===== config.mk =====
export PLATFORM = sky130hd
export DESIGN_NAME = bcd_time_calendar
export DESIGN_NICKNAME = d
export VERILOG_FILES = /design/src/rtl/bcd_time_calendar.sv
export SDC_FILE = /design/constraint.sdc
export NUM_CORES = 1
export LEC_CHECK = 0
export BUFFER_PORTS_ARGS = -buffer_cell sky130_fd_sc_hd__buf_2
export CAP_MARGIN = 0
export CORE_MARGIN = 2
export CORE_UTILIZATION = 60
export DETAILED_ROUTE_END_ITERATION = 16
export PLACE_DENSITY = 0.83
export SYNTH_ARGS = -nofsm -noshare
export SYNTH_HDL_FRONTEND = slang
export SYNTH_SLANG_ARGS = --single-unit

===== constraint.sdc =====
create_clock -name clk -period 6.3 [get_ports clk]
set_clock_uncertainty 0.05 [all_clocks]
set_input_delay 1.89 -clock clk [delete_from_list [all_inputs] [get_ports clk]]
set_output_delay 1.89 -clock clk [all_outputs]
set_load 0.01 [all_outputs]

===== src/rtl/bcd_time_calendar.sv =====
// BCD hh:mm:ss + dd/mm/yyyy counter with a button-driven set mode and hold-to-repeat.
// Define BCD_CAL_GREGORIAN_EN for the full Gregorian leap rule (default: every 4th year is leap).
module bcd_time_calendar #(
  parameter int unsigned TICK_DIV   = 50_000_000,
  parameter int unsigned FAST_DIV   = 500,
  parameter int unsigned HOLD_DIV   = 25_000_000,
  parameter int unsigned REPEAT_DIV = 12_500_000,
  parameter logic [15:0] RESET_YEAR = 16'h2024
) (
  input  logic        clk,
  input  logic        rst_n,
  input  logic        fast,
  input  logic        btn_sel_n,
  input  logic        btn_up_n,
  input  logic        btn_dn_n,
  output logic [23:0] time_bcd,
  output logic [31:0] date_bcd,
  output logic [2:0]  field,
  output logic        set_active,
  output logic        sec_pulse
);
  typedef enum logic [2:0] {
    F_RUN = 3'd0, F_SEC = 3'd1, F_MIN = 3'd2, F_HOUR = 3'd3,
    F_DAY = 3'd4, F_MON = 3'd5, F_YEAR = 3'd6
  } field_t;

  localparam int unsigned PMAX = (TICK_DIV > FAST_DIV) ? TICK_DIV : FAST_DIV;
  localparam int unsigned RMAX = (HOLD_DIV > REPEAT_DIV) ? HOLD_DIV : REPEAT_DIV;
  localparam int PW = $clog2(PMAX) + 1;
  localparam int RW = $clog2(RMAX) + 1;
  localparam logic [PW-1:0] TICK_LAST = PW'(TICK_DIV - 1);
  localparam logic [PW-1:0] FAST_LAST = PW'(FAST_DIV - 1);
  localparam logic [RW-1:0] HOLD_LAST = RW'(HOLD_DIV - 1);
  localparam logic [RW-1:0] REP_LAST  = RW'(REPEAT_DIV - 1);

  // Two-digit BCD step with wrap; ordering of packed BCD matches numeric ordering.
  function automatic logic [7:0] inc2(input logic [7:0] v, input logic [7:0] hi, input logic [7:0] lo);
    if (v >= hi) return lo;
    if (v[3:0] == 4'd9) return {v[7:4] + 4'd1, 4'd0};
    return {v[7:4], v[3:0] + 4'd1};
  endfunction

  function automatic logic [7:0] dec2(input logic [7:0] v, input logic [7:0] hi, input logic [7:0] lo);
    if (v <= lo) return hi;
    if (v[3:0] == 4'd0) return {v[7:4] - 4'd1, 4'd9};
    return {v[7:4], v[3:0] - 4'd1};
  endfunction

  function automatic logic [15:0] inc4(input logic [15:0] v);
    logic [15:0] r;
    logic        c;
    r = v;
    c = 1'b1;
    for (int i = 0; i < 4; i++) begin
      if (c) begin
        if (v[i*4 +: 4] == 4'd9) r[i*4 +: 4] = 4'd0;
        else begin
          r[i*4 +: 4] = v[i*4 +: 4] + 4'd1;
          c = 1'b0;
        end
      end
    end
    return r;
  endfunction

  function automatic logic [15:0] dec4(input logic [15:0] v);
    logic [15:0] r;
    logic        b;
    r = v;
    b = 1'b1;
    for (int i = 0; i < 4; i++) begin
      if (b) begin
        if (v[i*4 +: 4] == 4'd0) r[i*4 +: 4] = 4'd9;
        else begin
          r[i*4 +: 4] = v[i*4 +: 4] - 4'd1;
          b = 1'b0;
        end
      end
    end
    return r;
  endfunction

  // Divisibility by 4 of a two-digit BCD number from the tens parity and the ones digit.
  function automatic logic div4(input logic tens_odd, input logic [3:0] ones);
    if (tens_odd) return (ones == 4'd2) || (ones == 4'd6);
    return (ones == 4'd0) || (ones == 4'd4) || (ones == 4'd8);
  endfunction

  function automatic logic [7:0] month_len(input logic [7:0] mo, input logic leap);
    case (mo)
      8'h02:                      return leap ? 8'h29 : 8'h28;
      8'h04, 8'h06, 8'h09, 8'h11: return 8'h30;
      default:                    return 8'h31;
    endcase
  endfunction

  logic [2:0] btn_n, pressed;
  assign btn_n = {btn_dn_n, btn_up_n, btn_sel_n};

  for (genvar gi = 0; gi < 3; gi++) begin : g_sync
    logic s1_reg, s2_reg;
    always_ff @(posedge clk or negedge rst_n) begin
      if (!rst_n) begin
        s1_reg <= 1'b0;
        s2_reg <= 1'b0;
      end else begin
        s1_reg <= ~btn_n[gi];
        s2_reg <= s1_reg;
      end
    end
    assign pressed[gi] = s2_reg;
  end

  field_t          field_reg, field_next;
  logic [7:0]      sec_reg, min_reg, hour_reg, day_reg, mon_reg;
  logic [7:0]      sec_next, min_next, hour_next, day_next, mon_next;
  logic [15:0]     year_reg, year_next, year_set;
  logic [7:0]      mon_set, mlen_cur;
  logic            leap_cur, leap_set;
  logic [PW-1:0]   presc_reg, presc_next, div_last;
  logic [RW-1:0]   rep_cnt_reg, rep_cnt_next;
  logic            rep_en_reg, rep_en_next, rep_phase_reg, rep_phase_next;
  logic            sel_d_reg, up_d_reg, dn_d_reg, set_active_reg, sec_pulse_reg;
  logic            up_eff, dn_eff, sel_edge, up_edge, dn_edge, step_up, step_dn, tick;

  // Up and down held together cancel each other; releasing one yields a fresh edge on the other.
  assign up_eff   = pressed[1] & ~pressed[2];
  assign dn_eff   = pressed[2] & ~pressed[1];
  assign sel_edge = pressed[0] & ~sel_d_reg;
  assign up_edge  = up_eff & ~up_d_reg;
  assign dn_edge  = dn_eff & ~dn_d_reg;
  assign div_last = fast ? FAST_LAST : TICK_LAST;
  assign mlen_cur = month_len(mon_reg, leap_cur);

  always_comb begin
    rep_cnt_next   = rep_cnt_reg;
    rep_en_next    = rep_en_reg;
    rep_phase_next = rep_phase_reg;
    step_up        = 1'b0;
    step_dn        = 1'b0;
    if (sel_edge || !(up_eff || dn_eff)) begin
      rep_cnt_next   = '0;
      rep_en_next    = 1'b0;
      rep_phase_next = 1'b0;
    end else if (up_edge || dn_edge) begin
      rep_cnt_next   = '0;
      rep_en_next    = 1'b1;
      rep_phase_next = 1'b0;
      step_up        = up_edge;
      step_dn        = dn_edge;
    end else if (rep_en_reg) begin
      if (rep_cnt_reg == (rep_phase_reg ? REP_LAST : HOLD_LAST)) begin
        rep_cnt_next   = '0;
        rep_phase_next = 1'b1;
        step_up        = up_eff;
        step_dn        = dn_eff;
      end else begin
        rep_cnt_next = rep_cnt_reg + RW'(1);
      end
    end
  end

  always_comb begin
    field_next = field_reg;
    if (sel_edge) begin
      case (field_reg)
        F_RUN:   field_next = F_SEC;
        F_SEC:   field_next = F_MIN;
        F_MIN:   field_next = F_HOUR;
        F_HOUR:  field_next = F_DAY;
        F_DAY:   field_next = F_MON;
        F_MON:   field_next = F_YEAR;
        default: field_next = F_RUN;
      endcase
    end
  end

  always_comb begin
    year_set = step_up ? inc4(year_reg) : dec4(year_reg);
    mon_set  = step_up ? inc2(mon_reg, 8'h12, 8'h01) : dec2(mon_reg, 8'h12, 8'h01);
`ifdef BCD_CAL_GREGORIAN_EN
    leap_cur = (year_reg[7:0] == 8'h00) ? div4(year_reg[12], year_reg[11:8])
                                        : div4(year_reg[4], year_reg[3:0]);
    leap_set = (year_set[7:0] == 8'h00) ? div4(year_set[12], year_set[11:8])
                                        : div4(year_set[4], year_set[3:0]);
`else
    leap_cur = div4(year_reg[4], year_reg[3:0]);
    leap_set = div4(year_set[4], year_set[3:0]);
`endif
  end

  always_comb begin
    sec_next   = sec_reg;
    min_next   = min_reg;
    hour_next  = hour_reg;
    day_next   = day_reg;
    mon_next   = mon_reg;
    year_next  = year_reg;
    presc_next = '0;
    tick       = 1'b0;
    if (field_reg == F_RUN) begin
      tick       = (presc_reg >= div_last);
      presc_next = tick ? '0 : presc_reg + PW'(1);
      if (tick) begin
        sec_next = inc2(sec_reg, 8'h59, 8'h00);
        if (sec_reg >= 8'h59) begin
          min_next = inc2(min_reg, 8'h59, 8'h00);
          if (min_reg >= 8'h59) begin
            hour_next = inc2(hour_reg, 8'h23, 8'h00);
            if (hour_reg >= 8'h23) begin
              day_next = inc2(day_reg, mlen_cur, 8'h01);
              if (day_reg >= mlen_cur) begin
                mon_next = inc2(mon_reg, 8'h12, 8'h01);
                if (mon_reg >= 8'h12) year_next = inc4(year_reg);
              end
            end
          end
        end
      end
    end else if (step_up || step_dn) begin
      case (field_reg)
        F_SEC:  sec_next  = 8'h00;
        F_MIN:  min_next  = step_up ? inc2(min_reg, 8'h59, 8'h00) : dec2(min_reg, 8'h59, 8'h00);
        F_HOUR: hour_next = step_up ? inc2(hour_reg, 8'h23, 8'h00) : dec2(hour_reg, 8'h23, 8'h00);
        F_DAY:  day_next  = step_up ? inc2(day_reg, mlen_cur, 8'h01) : dec2(day_reg, mlen_cur, 8'h01);
        F_MON: begin
          mon_next = mon_set;
          if (day_reg > month_len(mon_set, leap_cur)) day_next = month_len(mon_set, leap_cur);
        end
        F_YEAR: begin
          year_next = year_set;
          if (day_reg > month_len(mon_reg, leap_set)) day_next = month_len(mon_reg, leap_set);
        end
        default: ;
      endcase
    end
  end

  always_ff @(posedge clk or negedge rst_n) begin
    if (!rst_n) field_reg <= F_RUN;
    else        field_reg <= field_next;
  end

  always_ff @(posedge clk or negedge rst_n) begin
    if (!rst_n) begin
      sec_reg        <= 8'h00;
      min_reg        <= 8'h00;
      hour_reg       <= 8'h00;
      day_reg        <= 8'h01;
      mon_reg        <= 8'h01;
      year_reg       <= RESET_YEAR;
      presc_reg      <= '0;
      rep_cnt_reg    <= '0;
      rep_en_reg     <= 1'b0;
      rep_phase_reg  <= 1'b0;
      sel_d_reg      <= 1'b0;
      up_d_reg       <= 1'b0;
      dn_d_reg       <= 1'b0;
      set_active_reg <= 1'b0;
      sec_pulse_reg  <= 1'b0;
    end else begin
      sec_reg        <= sec_next;
      min_reg        <= min_next;
      hour_reg       <= hour_next;
      day_reg        <= day_next;
      mon_reg        <= mon_next;
      year_reg       <= year_next;
      presc_reg      <= presc_next;
      rep_cnt_reg    <= rep_cnt_next;
      rep_en_reg     <= rep_en_next;
      rep_phase_reg  <= rep_phase_next;
      sel_d_reg      <= pressed[0];
      up_d_reg       <= up_eff;
      dn_d_reg       <= dn_eff;
      set_active_reg <= (field_next != F_RUN);
      sec_pulse_reg  <= tick;
    end
  end

  assign time_bcd   = {hour_reg, min_reg, sec_reg};
  assign date_bcd   = {day_reg, mon_reg, year_reg};
  assign field      = field_reg;
  assign set_active = set_active_reg;
  assign sec_pulse  = sec_pulse_reg;
endmodule


* Word level (Yosys, flattened, before mapping) *
Cells that the tools add are included.
Widths: inputs -> output; s select.

word-level totals
  output and inout bits = 61
  input port bits = 6
  register bits after elaboration = 125
  word-level logic and storage cells = 485

cells by class
  bitwise operators = 13
  add/sub/neg operators = 28
  order comparisons = 12
  multiplexer cells = 289
  reduce and logical (&&, ||, !) cells = 55
  equality and inequality tests = 57

operators by type and width
  kind                   number
  $mux 8                 85
  $mux 1                 163
  $mux 16                10
  $mux 26                5
  $mux 4                 17
  $add 4x1->4 const B    14
  $mux 27                2
  $sub 4x1->4 const B    12
  $eq 4x4->1 const B     11
  $reduce_and 11->1      4
  $logic_not 4->1        9
  $eq 8x3->1 const B     4
  $le 8x1->1 const B     4
  $reduce_and 8->1       4
  $pmux 5 s2             3
  $add 27x1->27 const B  1
  $ge 27x26->1           1
  $add 26x1->26 const B  1
  $eq 26x25->1           1
  $mux 25                1
  $ne 3x1->1 const B     8
  $pmux 8 s3             1
  $pmux 3 s6             1
  $reduce_bool 3->1      6
  other kinds (33)       86

* Logic depth before layout (Yosys ltp) *
  depth after elaboration = 37
  mapped depth = 20
  gate-level depth less buffers = 19

* Least setup slack after synthesis *
No wires, ideal clock.

  kind = input to register
  start point = input port fast
  end point = register year_reg[14]
  slack = 1.685 ns
  required time = 6.146 ns
  path buffers = 0
  stages on the path = 10
  library setup time = 0.104 ns
  arrival time = 4.461 ns
  cell sequence = ha_1 or4b_4 nor4_2 a2111oi_1 o221a_4 o21ai_4 and4bb_1 nand2b_2 or4_1 o311ai_1

on the way
  cells in the longest elaborated chain, start to end = 4

ends and longest elaborated chain
  what                                RTL line  text
  start: declaration                  12        input logic fast,
  $mux 26                             132       assign div_last = fast ? FAST_LAST : TICK_LAST;
  $ge 27x26->1                        202       tick = (presc_reg >= div_last);
  $ne 2x1->1 (no source line)         n/a
  $reduce_and 11->1 (no source line)  n/a
  end signal: assignment              267       year_reg <= year_next;
  end: declaration                    117       logic [15:0] year_reg, year_next, year_set;

No other way between the ends.
A chain may end at the register's enable or synchronous reset.

* Worst setup path in the final report *
  start point = register mon_reg[1]
  end point = register day_reg[4]

on the way
  cells in the longest elaborated chain, start to end = 16
  elaborated cells on any way between the ends = 73
  those cells by class = add/sub: 2; order compare: 5; eq/ne: 15; mux: 47; reduce/logical: 4

ends and longest elaborated chain
  what                                                                 RTL line  text
  start: declaration                                                   115       logic [7:0] sec_reg, min_reg, hour_reg, day_reg, mon_reg;
  start signal: assignment                                             266       mon_reg <= mon_next;
  parallel branches: the longest is 16 deep, another holds $le 8x1->1  n/a
  end signal: assignment                                               265       day_reg <= day_next;
  end: declaration                                                     115

Several ways; the timed one is not identified. The select of a mux whose other input is x is not followed.

==> results.json <==
{
  "drive_gt1_share_pct": 11.37,
  "powerDensity_nw_per_um2": 407.4,
  "synth_common_cells": "nor2_1, dfrtp_1, nand2_1, o21ai_0, nand3_1",
  "largest_reg_flops": 27,
  "synth.top_cells.by_area": "dfrtp_1, ha_1, nor2_1",
  "post_cts_buffers": 0,
  "diodes": 0,
  "startpoint": "mon_reg[1]",
  "finalSetupTns_ns": 0,
  "hp-start": "g_sync[0].s1_reg",
  "synth_area_leader_cell": "dfrtp_1",
  "worstMarginPinSlew_ns": 1.167,
  "synth_top_area_share_pct": 33.84,
  "setup_violations": 0,
  "crit_arrival_ns": 5.31,
  "antenna_found_initial": 0,
  "critPathMaxStageDelay_ns": 0.70,
  "drv_cap": 0,
  "netlist_area_um2": 8875,
  "cts_made_buffers": 17,
  "ys_ff_latch": 125,
  "grt_pass1_vias": 7588,
  "fin_util_pct": 68.23,
  "worstPathCellList": "or4_1, or4_1, a2bb2oi_1, o21ai_0, o21ai_0, a211o_1, and4_1, or2_2, ha_1, a21boi_0, o21a_1, o211ai_1, a32oi_1, o2111a_1, o21a_1, mux2_2",
  "worst_setup_path_start_kind": "flip-flop",
  "p_leak_nw": 4.256,
  "routedWlPerCell_um": 16.51,
  "post-place-ws_ns": 1.127,
  "initial_core_util_pct": 61.29,
  "post-route-period-util_pct": 80.20,
  "drtIter0Drc": 716,
  "layout.nets": 1177,
  "grt_setup_unrepaired": "no",
  "cts_hold_buf": 0,
  "netlist_instances": 1080,
  "p_total_mw": 4.025,
  "cp_max_fo": 20,
  "ir_worst_vdd_mv": 0.2713,
  "ys_async_sr_fraction_pct": 100.0,
  "synth_ff_type": "dfrtp_1",
  "totalWireLength_um": 21770,
  "yosysUniqueCellTypes": 81,
  "path_clk_slew_ns": 0.06,
  "num_rows": 44,
  "cts_tree": "built",
  "overflow": 0,
  "io_buffer_count": 66,
  "cp_slowest_cell": "or4_1",
  "grt_pass1_wl_um": 37050,
  "setup_ws_ns": 1.248,
  "area_growth_pct": 11.32,
  "dpl.hpwl_um": 15030,
  "yosys_warnings": 0,
  "clock-sinks": 125,
  "die_h_um": 125.6,
  "clk-insertion-delay-late_ns": 0.43,
  "relSlewSlack_pct": 21.51,
  "synth_edf_count": 0,
  "max_freq_ghz": 0.1979,
  "cts-root-buf": "clkbuf_16",
  "drv_slew": 0,
  "cts_buffer_depth": 2,
  "die_w_um": 125.6,
  "crit_family": "compound AO/OA/AOI/OAI gates",
  "firstDrtPassIters": 6,
  "io_pins": 67,
  "rr_startpoint": "mon_reg[1]",
  "dieArea_um2": 15780,
  "crit_type": "flip-flop to flip-flop",
  "hp-class": "flip-flop to flip-flop",
  "status": "finished clean",
  "final_antenna_net_count": 0,
  "grt_usage_pct": 28.30,
  "yosysMostFrequentCell": "nor2_1",
  "synth.avg_cell_area_um2": 8.217,
  "gp_congestion": 0.8971,
  "drt-vias-per-instance": 6.329,
  "h-tree-depth": 4,
  "fillers": 1163,
  "critPathRequiredTime_ns": 6.56,
  "drc": 0,
  "vias": 8348,
  "cts_resized": 0,
  "cp-end-kind": "flip-flop",
  "seq_area_frac_synth_pct": 35.32,
  "cp_num_buf_inv": 0,
  "syn-num-nets": 1135,
  "core_um2": 14480,
  "grt_max_degree": 44,
  "hold_violations": 0,
  "finalCriticalPeriod_ns": 5.052
}
==> area by class of cell <==
type                       count  area (µm²)  share of cell area (%)
timing repair buffer          74       392.9                   3.977
clock buffer                  22       454.2                   4.597
clock inverter                10       113.9                   1.152
sequential                   125        3134                   31.72
tap                          184       230.2                   2.330
inverter                      45       168.9                   1.710
multi-input combinational    859        5385                   54.51
==> final timing paths <==
| path | slack (ns) | end | cells after the start |
|---|---|---|---|
| min in group asynchronous | 1.39 | rep_cnt_reg[12] | 1 |
| worst max register to register | 1.25 | day_reg[4] | 16 |
| worst min-delay path | 0.30 | g_sync[0].s2_reg | 0 |
| worst max-delay path | 1.25 | day_reg[4] | 16 |
| worst min register to register | 0.30 | g_sync[0].s2_reg | 0 |
| max in group asynchronous | 3.83 | year_reg[13] | 2 |
==> where the power goes <==
part | switching [mW] | total, mW | internal [mW]
Clock | 0.372 | 0.965 | 0.592
Combinational | 1.13 | 1.82 | 0.694
Sequential | 0.317 | 1.24 | 0.923
==> cell usage in the layout, fill, tap and decap left out, types with 13 or more instances in the layout <==
| master | count |
|---|---|
| buf_2 | 65 |
| inv_1 | 45 |
| o21ai_0 | 90 |
| nand3_1 | 50 |
| xnor2_1 | 24 |
| nor2b_1 | 13 |
| xor2_1 | 29 |
| mux2i_1 | 13 |
| nor2_1 | 133 |
| nand2b_1 | 14 |
| clkbuf_16 | 17 |
| nor3_1 | 31 |
| and2_1 | 13 |
| dfrtp_1 | 120 |
| and3_1 | 14 |
| o211ai_1 | 13 |
| nand4_1 | 17 |
| a21oi_1 | 47 |
| ha_1 | 49 |
| nand2_1 | 111 |
| o31ai_1 | 17 |
==> metal layers <==
layer	global-route usage (%)	part of all wire [%]
met1	40.12	44
met2	43.43	47
met3	5.692	6.7
met4	10.20	2.2
met5	0	0
==> kinds of logic after synthesis <==
logic type	count (synthesis)	share of synthesized area, %
and+or+nand+nor	467	26.34
AOI/OAI and AO/OA	271	19.91
DFF	125	35.32
buffers and inverters	96	4.074
xor gates and xnor gates	53	5.230
adders and majority gates	49	6.908
muxes	19	2.227
==> stage by stage <==
stage                     cells  hold WS, ns  area [µm²]
after floorplan            1080       0.2812        8875
after global placement     1287       0.2853        9311
after detailed placement   1287       0.2879        9311
after CTS                  1319       0.3003        9879
after global routing       1319       0.3044        9879
final                      1319       0.2977        9879
Power figures use the tool's default switching activity.
